File: config.mk
export PLATFORM = sky130hd
export DESIGN_NAME = button_debounce
export DESIGN_NICKNAME = d
export VERILOG_FILES = /design/src/rtl/button_debounce_pkg.sv /design/src/rtl/button_debounce_ch.sv /design/src/rtl/button_debounce.sv
export SDC_FILE = /design/constraint.sdc
export NUM_CORES = 1
export LEC_CHECK = 0
export CORE_ASPECT_RATIO = 0.8
export CORE_MARGIN = 8
export CORE_UTILIZATION = 55
export DETAILED_ROUTE_END_ITERATION = 12
export PLACE_DENSITY = 0.73
export SKIP_LAST_GASP = 1
export SLEW_MARGIN = 20
export SYNTH_ARGS = -nofsm -noshare
export SYNTH_HDL_FRONTEND = slang
export SYNTH_HIERARCHICAL = 1
export SYNTH_SLANG_ARGS = --single-unit
File: constraint.sdc
create_clock -name clk -period 2.6 [get_ports clk]
set_input_delay 0.39 -clock clk [delete_from_list [all_inputs] [get_ports clk]]
set_output_delay 0.39 -clock clk [all_outputs]
set_load 0.05 [all_outputs]
File: src/rtl/button_debounce_pkg.sv
// rtl/button_debounce_pkg.sv - board constants and derived debounce defaults
//
// Purpose: shared board timing constants. The default stability count is
//          derived from the clock rate and the debounce window so top-level
//          instantiations pick up a consistent value; benches override it.
// Contents:
//   CLK_HZ             system clock frequency
//   DEBOUNCE_MS        debounce window in milliseconds
//   STABLE_CYC_DEFAULT cycles a new level must persist before acceptance
//   CNT_W_DEFAULT      counter width able to hold STABLE_CYC_DEFAULT-1

package button_debounce_pkg;

    localparam int CLK_HZ             = 100_000_000;
    localparam int DEBOUNCE_MS        = 10;
    localparam int STABLE_CYC_DEFAULT = (CLK_HZ / 1000) * DEBOUNCE_MS;
    localparam int CNT_W_DEFAULT      = $clog2(STABLE_CYC_DEFAULT);

endpackage

File: src/rtl/button_debounce_ch.sv
// rtl/button_debounce_ch.sv - single-channel synchroniser and stability debouncer
//
// Purpose: conditions one raw button pin into a clean level plus
//          single-cycle rise/fall pulses.
// Ports:
//   clk    in   system clock
//   rst    in   asynchronous active-low reset
//   btn    in   raw asynchronous button pin
//   level  out  debounced level (registered)
//   rise   out  one-cycle pulse on level 0->1 (registered)
//   fall   out  one-cycle pulse on level 1->0 (registered)

module debounce_ch
    import button_debounce_pkg::*;
#(
    parameter int STABLE_CYC = STABLE_CYC_DEFAULT,
    parameter int CNT_W      = CNT_W_DEFAULT
) (
    input  logic clk,
    input  logic rst,
    input  logic btn,
    output logic level,
    output logic rise,
    output logic fall
);

    localparam logic [CNT_W-1:0] C_CNT_MAX = CNT_W'(STABLE_CYC - 1);

    logic             r_sync1;
    logic             r_sync2;
    logic [CNT_W-1:0] r_cnt;
    logic             r_level;
    logic             r_rise;
    logic             r_fall;

    always_ff @(posedge clk or negedge rst) begin
        if (!rst) begin
            r_sync1 <= 1'b0;
            r_sync2 <= 1'b0;
            r_cnt   <= '0;
            r_level <= 1'b0;
            r_rise  <= 1'b0;
            r_fall  <= 1'b0;
        end else begin
            r_sync1 <= btn;
            r_sync2 <= r_sync1;
            r_rise  <= 1'b0;
            r_fall  <= 1'b0;
            if (r_sync2 == r_level) begin
                // Any sample agreeing with the current level restarts the count.
                r_cnt <= '0;
            end else if (r_cnt == C_CNT_MAX) begin
                // This is the STABLE_CYC-th consecutive mismatch: accept it.
                r_level <= r_sync2;
                r_cnt   <= '0;
                r_rise  <= r_sync2;
                r_fall  <= ~r_sync2;
            end else begin
                r_cnt <= r_cnt + 1'b1;
            end
        end
    end

    assign level = r_level;
    assign rise  = r_rise;
    assign fall  = r_fall;

endmodule

File: src/rtl/button_debounce.sv
// rtl/button_debounce.sv - multi-channel push-button debouncer
//
// Purpose: N_BTN independent debounce channels; every output comes straight
//          from a flop inside a channel instance.
// Ports:
//   clk    in   system clock
//   rst    in   asynchronous active-low reset
//   btn    in   [N_BTN-1:0] raw button pins
//   level  out  [N_BTN-1:0] debounced levels
//   rise   out  [N_BTN-1:0] one-cycle rising-edge pulses
//   fall   out  [N_BTN-1:0] one-cycle falling-edge pulses

module button_debounce
    import button_debounce_pkg::*;
#(
    parameter int N_BTN      = 4,
    parameter int STABLE_CYC = STABLE_CYC_DEFAULT,
    parameter int CNT_W      = CNT_W_DEFAULT
) (
    input  logic             clk,
    input  logic             rst,
    input  logic [N_BTN-1:0] btn,
    output logic [N_BTN-1:0] level,
    output logic [N_BTN-1:0] rise,
    output logic [N_BTN-1:0] fall
);

    for (genvar g = 0; g < N_BTN; g++) begin : g_ch
        debounce_ch #(
            .STABLE_CYC (STABLE_CYC),
            .CNT_W      (CNT_W)
        ) u_ch (
            .clk   (clk),
            .rst   (rst),
            .btn   (btn[g]),
            .level (level[g]),
            .rise  (rise[g]),
            .fall  (fall[g])
        );
    end

endmodule

==> metrics.md <==
| Metric | Value |
|---|---|
| Die X | `119 µm` |
| Gr usage total | `0.145` |
| Critical Path End | `g_ch[0].u_ch/r_cnt[18]` |
| HP Class | `input pin to asynchronous set/reset pin` |
| Synthesized area per cell | `10.1 µm²` |
| Fmax | `461 MHz` |
| Io pins | `18` |
| Layout cell share with drive strength beyond 1 | `0.128` |
| Slew HR | `0.574` |
| Buffers on Ports | `17` |
| Worst-path clk slew | `0.09 ns` |
| Clock sinks | `100` |
| Die Ht | `98.6 µm` |
| Gate Count Post-Synth | `464` |
| Fill cell count | `684` |
| Die area | `11800 µm²` |
| CTS tree | `built` |
| Vias in the first global route | `3140` |
| Reg2reg setup slack | `0.43 ns` |
| Leakage | `2.04 nW` |
| Setup WS post-layout | `0.429 ns` |
| Initial Util | `0.561` |
| Critical path class | `flip-flop to flip-flop` |
| Worst setup EP type | `flip-flop` |
| Initial antenna violation count | `0` |
| Gpl congestion | `0.813` |
| DR vias/cell | `5.60` |
| CP Launch Point | `g_ch[0].u_ch/r_cnt[0]` |
| Post-CTS setup buffer count | `0` |
| Netlist cell types | `29` |
| Number of DRC markers in iteration 0 | `256` |
| Setup Skew | `0.00709 ns` |
| DRT Pass-1 Iters | `4` |
| Clk_lat worst skew | `0.35 ns` |
| Worst Max-Slew Pin Slew | `0.639 ns` |
| Reg-to-reg critical path startpoint | `g_ch[0].u_ch/r_cnt[0]` |
| Synth warn | `6` |
| Post-Syn Nets | `474` |
| Hold_buf cts | `0` |
| Post-DR wirelength/cell | `14.0 µm` |
| # H-tree levels | `3` |
| Period utilisation layout | `0.835` |
| Status | `finished clean` |
| RSZ-0062 raised after global routing | `no` |
| Mapped Area | `4690 µm²` |
| Row Count | `30` |
| GR Overflow Total | `0` |
| Critical Path Source Type | `flip-flop` |
| Maxcap violations | `0` |
| Largest net degree at the start of global routing | `52` |
| Sequential share of the synthesized area | `0.533` |
| # DRC | `0` |
| Endpoints failing setup | `0` |
| Final wirelength | `8230 µm` |
| Reg2Reg Depth | `5` |
| Root Driver | `clkbuf_8` |
| CTS Buffer Depth | `2` |
| Final Max Tran Viols | `0` |
| First-pass GRT wire length | `14200 µm` |
| Max VDD drop | `0.399 mV` |
| Synth Register Bits | `100` |
| DP HPWL | `5660 µm` |
| Critical path required time | `2.89 ns` |
| Core footprint | `8370 µm²` |
| WP data arrival | `2.46 ns` |
| Crit Path Max Fanout | `8` |
| Nets | `483` |
| PD cells | `528 nW/µm²` |
| Post-Place Worst Slack | `0.453 ns` |
| Post-DRT Antenna Nets | `0` |
| R2R Path End | `g_ch[0].u_ch/r_cnt[18]` |
| Vias post-DR | `3306` |
| CTS buffer count | `9` |
| TNS Setup | `0 ns` |
| Final hold vios | `0` |
| Antenna cells | `0` |
| Post-cts repair resize count | `0` |
| Final min period | `2.17 ns` |
| Area Growth Syn to Fin | `9.49%` |
## routing by layer
metal  track usage  part of all wire  up-vias
met5             0                 0        -
met2         0.235              0.48       39
met1         0.183              0.48     1610
li1              -                 -     1643
met3        0.0383             0.030       14
met4        0.0546             0.016        0
## state kept, by name, indices dropped and copies added, names as in the netlist
name	flops
g_ch.u_ch/rise	4
g_ch.u_ch/r_sync1	4
g_ch.u_ch/r_sync2	4
g_ch.u_ch/fall	4
g_ch.u_ch/r_cnt	80
g_ch.u_ch/level	4
## area by class of cell
type                    instances  area [µm²]  share of cell area
flip-flops and latches        100        2500               0.487
well taps                     112         140              0.0273
clock buffers                  13         169              0.0329
multi-input cells             320        2010               0.390
inverters                      24        90.1              0.0175
repair buffers                 18         188              0.0365
clock inverters                 3        43.8             0.00852
## per-stage QoR
step	hold slack, ns	cell area (µm²)	util	std cells	total power [mW]
after global routing	0.107	5140	0.614	590	2.83
after detailed placement	0.343	4930	0.589	574	1.73
after global placement	0.333	4930	0.589	574	1.72
after floorplan	0.0944	4690	-	464	1.67
final	0.0568	5140	0.614	590	2.71
after CTS	0.0669	5140	0.614	590	2.76
## how the worst min path moves through the flow
stage / start / endpoint / slack (ns) / depth (start not counted)
global placement: g_ch[1].u_ch/r_sync1 / g_ch[1].u_ch/r_sync2 / 0.33 / 0
CTS: rst / g_ch[0].u_ch/r_cnt[19] / 0.07 / 1
detailed placement: g_ch[0].u_ch/r_sync1 / g_ch[0].u_ch/r_sync2 / 0.34 / 0
floorplan: rst / g_ch[0].u_ch/fall / 0.09 / 0
global route: rst / g_ch[2].u_ch/r_cnt[15] / 0.11 / 1
finish: rst / g_ch[2].u_ch/r_cnt[0] / 0.06 / 1
## power breakdown
part,total (mW),switching [mW],leakage (nW),internal (mW)
Clock,1.02,0.495,0.110,0.525
Sequential,1.60,0.0239,1.37,1.57
Combinational,0.0941,0.0645,0.560,0.0296
Total,2.71,0.583,2.04,2.13
## placed cells by master (no fill, tap or decap), types with 8 or more instances in the layout
cell and instances:
nor2_1 52, dfrtp_1 100, nor3b_1 8, or4_1 24
clkbuf_8 12, a21oi_1 28, o21ai_0 20, nand3_1 32
nand2_1 20, or3_2 12, xnor2_1 24, xor2_1 20
inv_1 24, or3_1 8, clkdlybuf4s50_1 16, nor3_1 8
nand4_1 8, o31ai_1 12
## cells by family after synthesis
logic type | share of synthesized area
buf+inv | 0.0394
mux | 0.00959
simple gates | 0.240
fa+ha+maj | 0.0107
flops | 0.533
compound gates | 0.0853
xor+xnor | 0.0821
## worst max-delay path: stages, from the launching register on
cell	delay, ns
dfrtp_1	0.43
ha_1	0.26
nand2_1	0.10
or4_1	0.65
or4_4	0.53
a21oi_2	0.14
## synthesized netlist by cell type, drive strengths merged
master / instances / area share
xnor2: 24 / 0.045
xor2: 20 / 0.037
mux2: 4 / 0.0096
or3: 20 / 0.030
dfrtp: 100 / 0.53
a21oi: 32 / 0.037
nand2: 20 / 0.016
nor4: 4 / 0.0053
and3: 4 / 0.0064
clkbuf: 4 / 0.0032
or4: 32 / 0.055
inv: 24 / 0.019
nand3: 36 / 0.043
nor3b: 8 / 0.013
or2: 4 / 0.0053
o31ai: 12 / 0.019
a31o: 4 / 0.0075
nor2: 52 / 0.042
ha: 4 / 0.011
o21ai: 20 / 0.021
nand4: 8 / 0.011
and2: 4 / 0.0053
buf: 16 / 0.017
nor3: 8 / 0.0085
(Power assumes the default switching activity.)
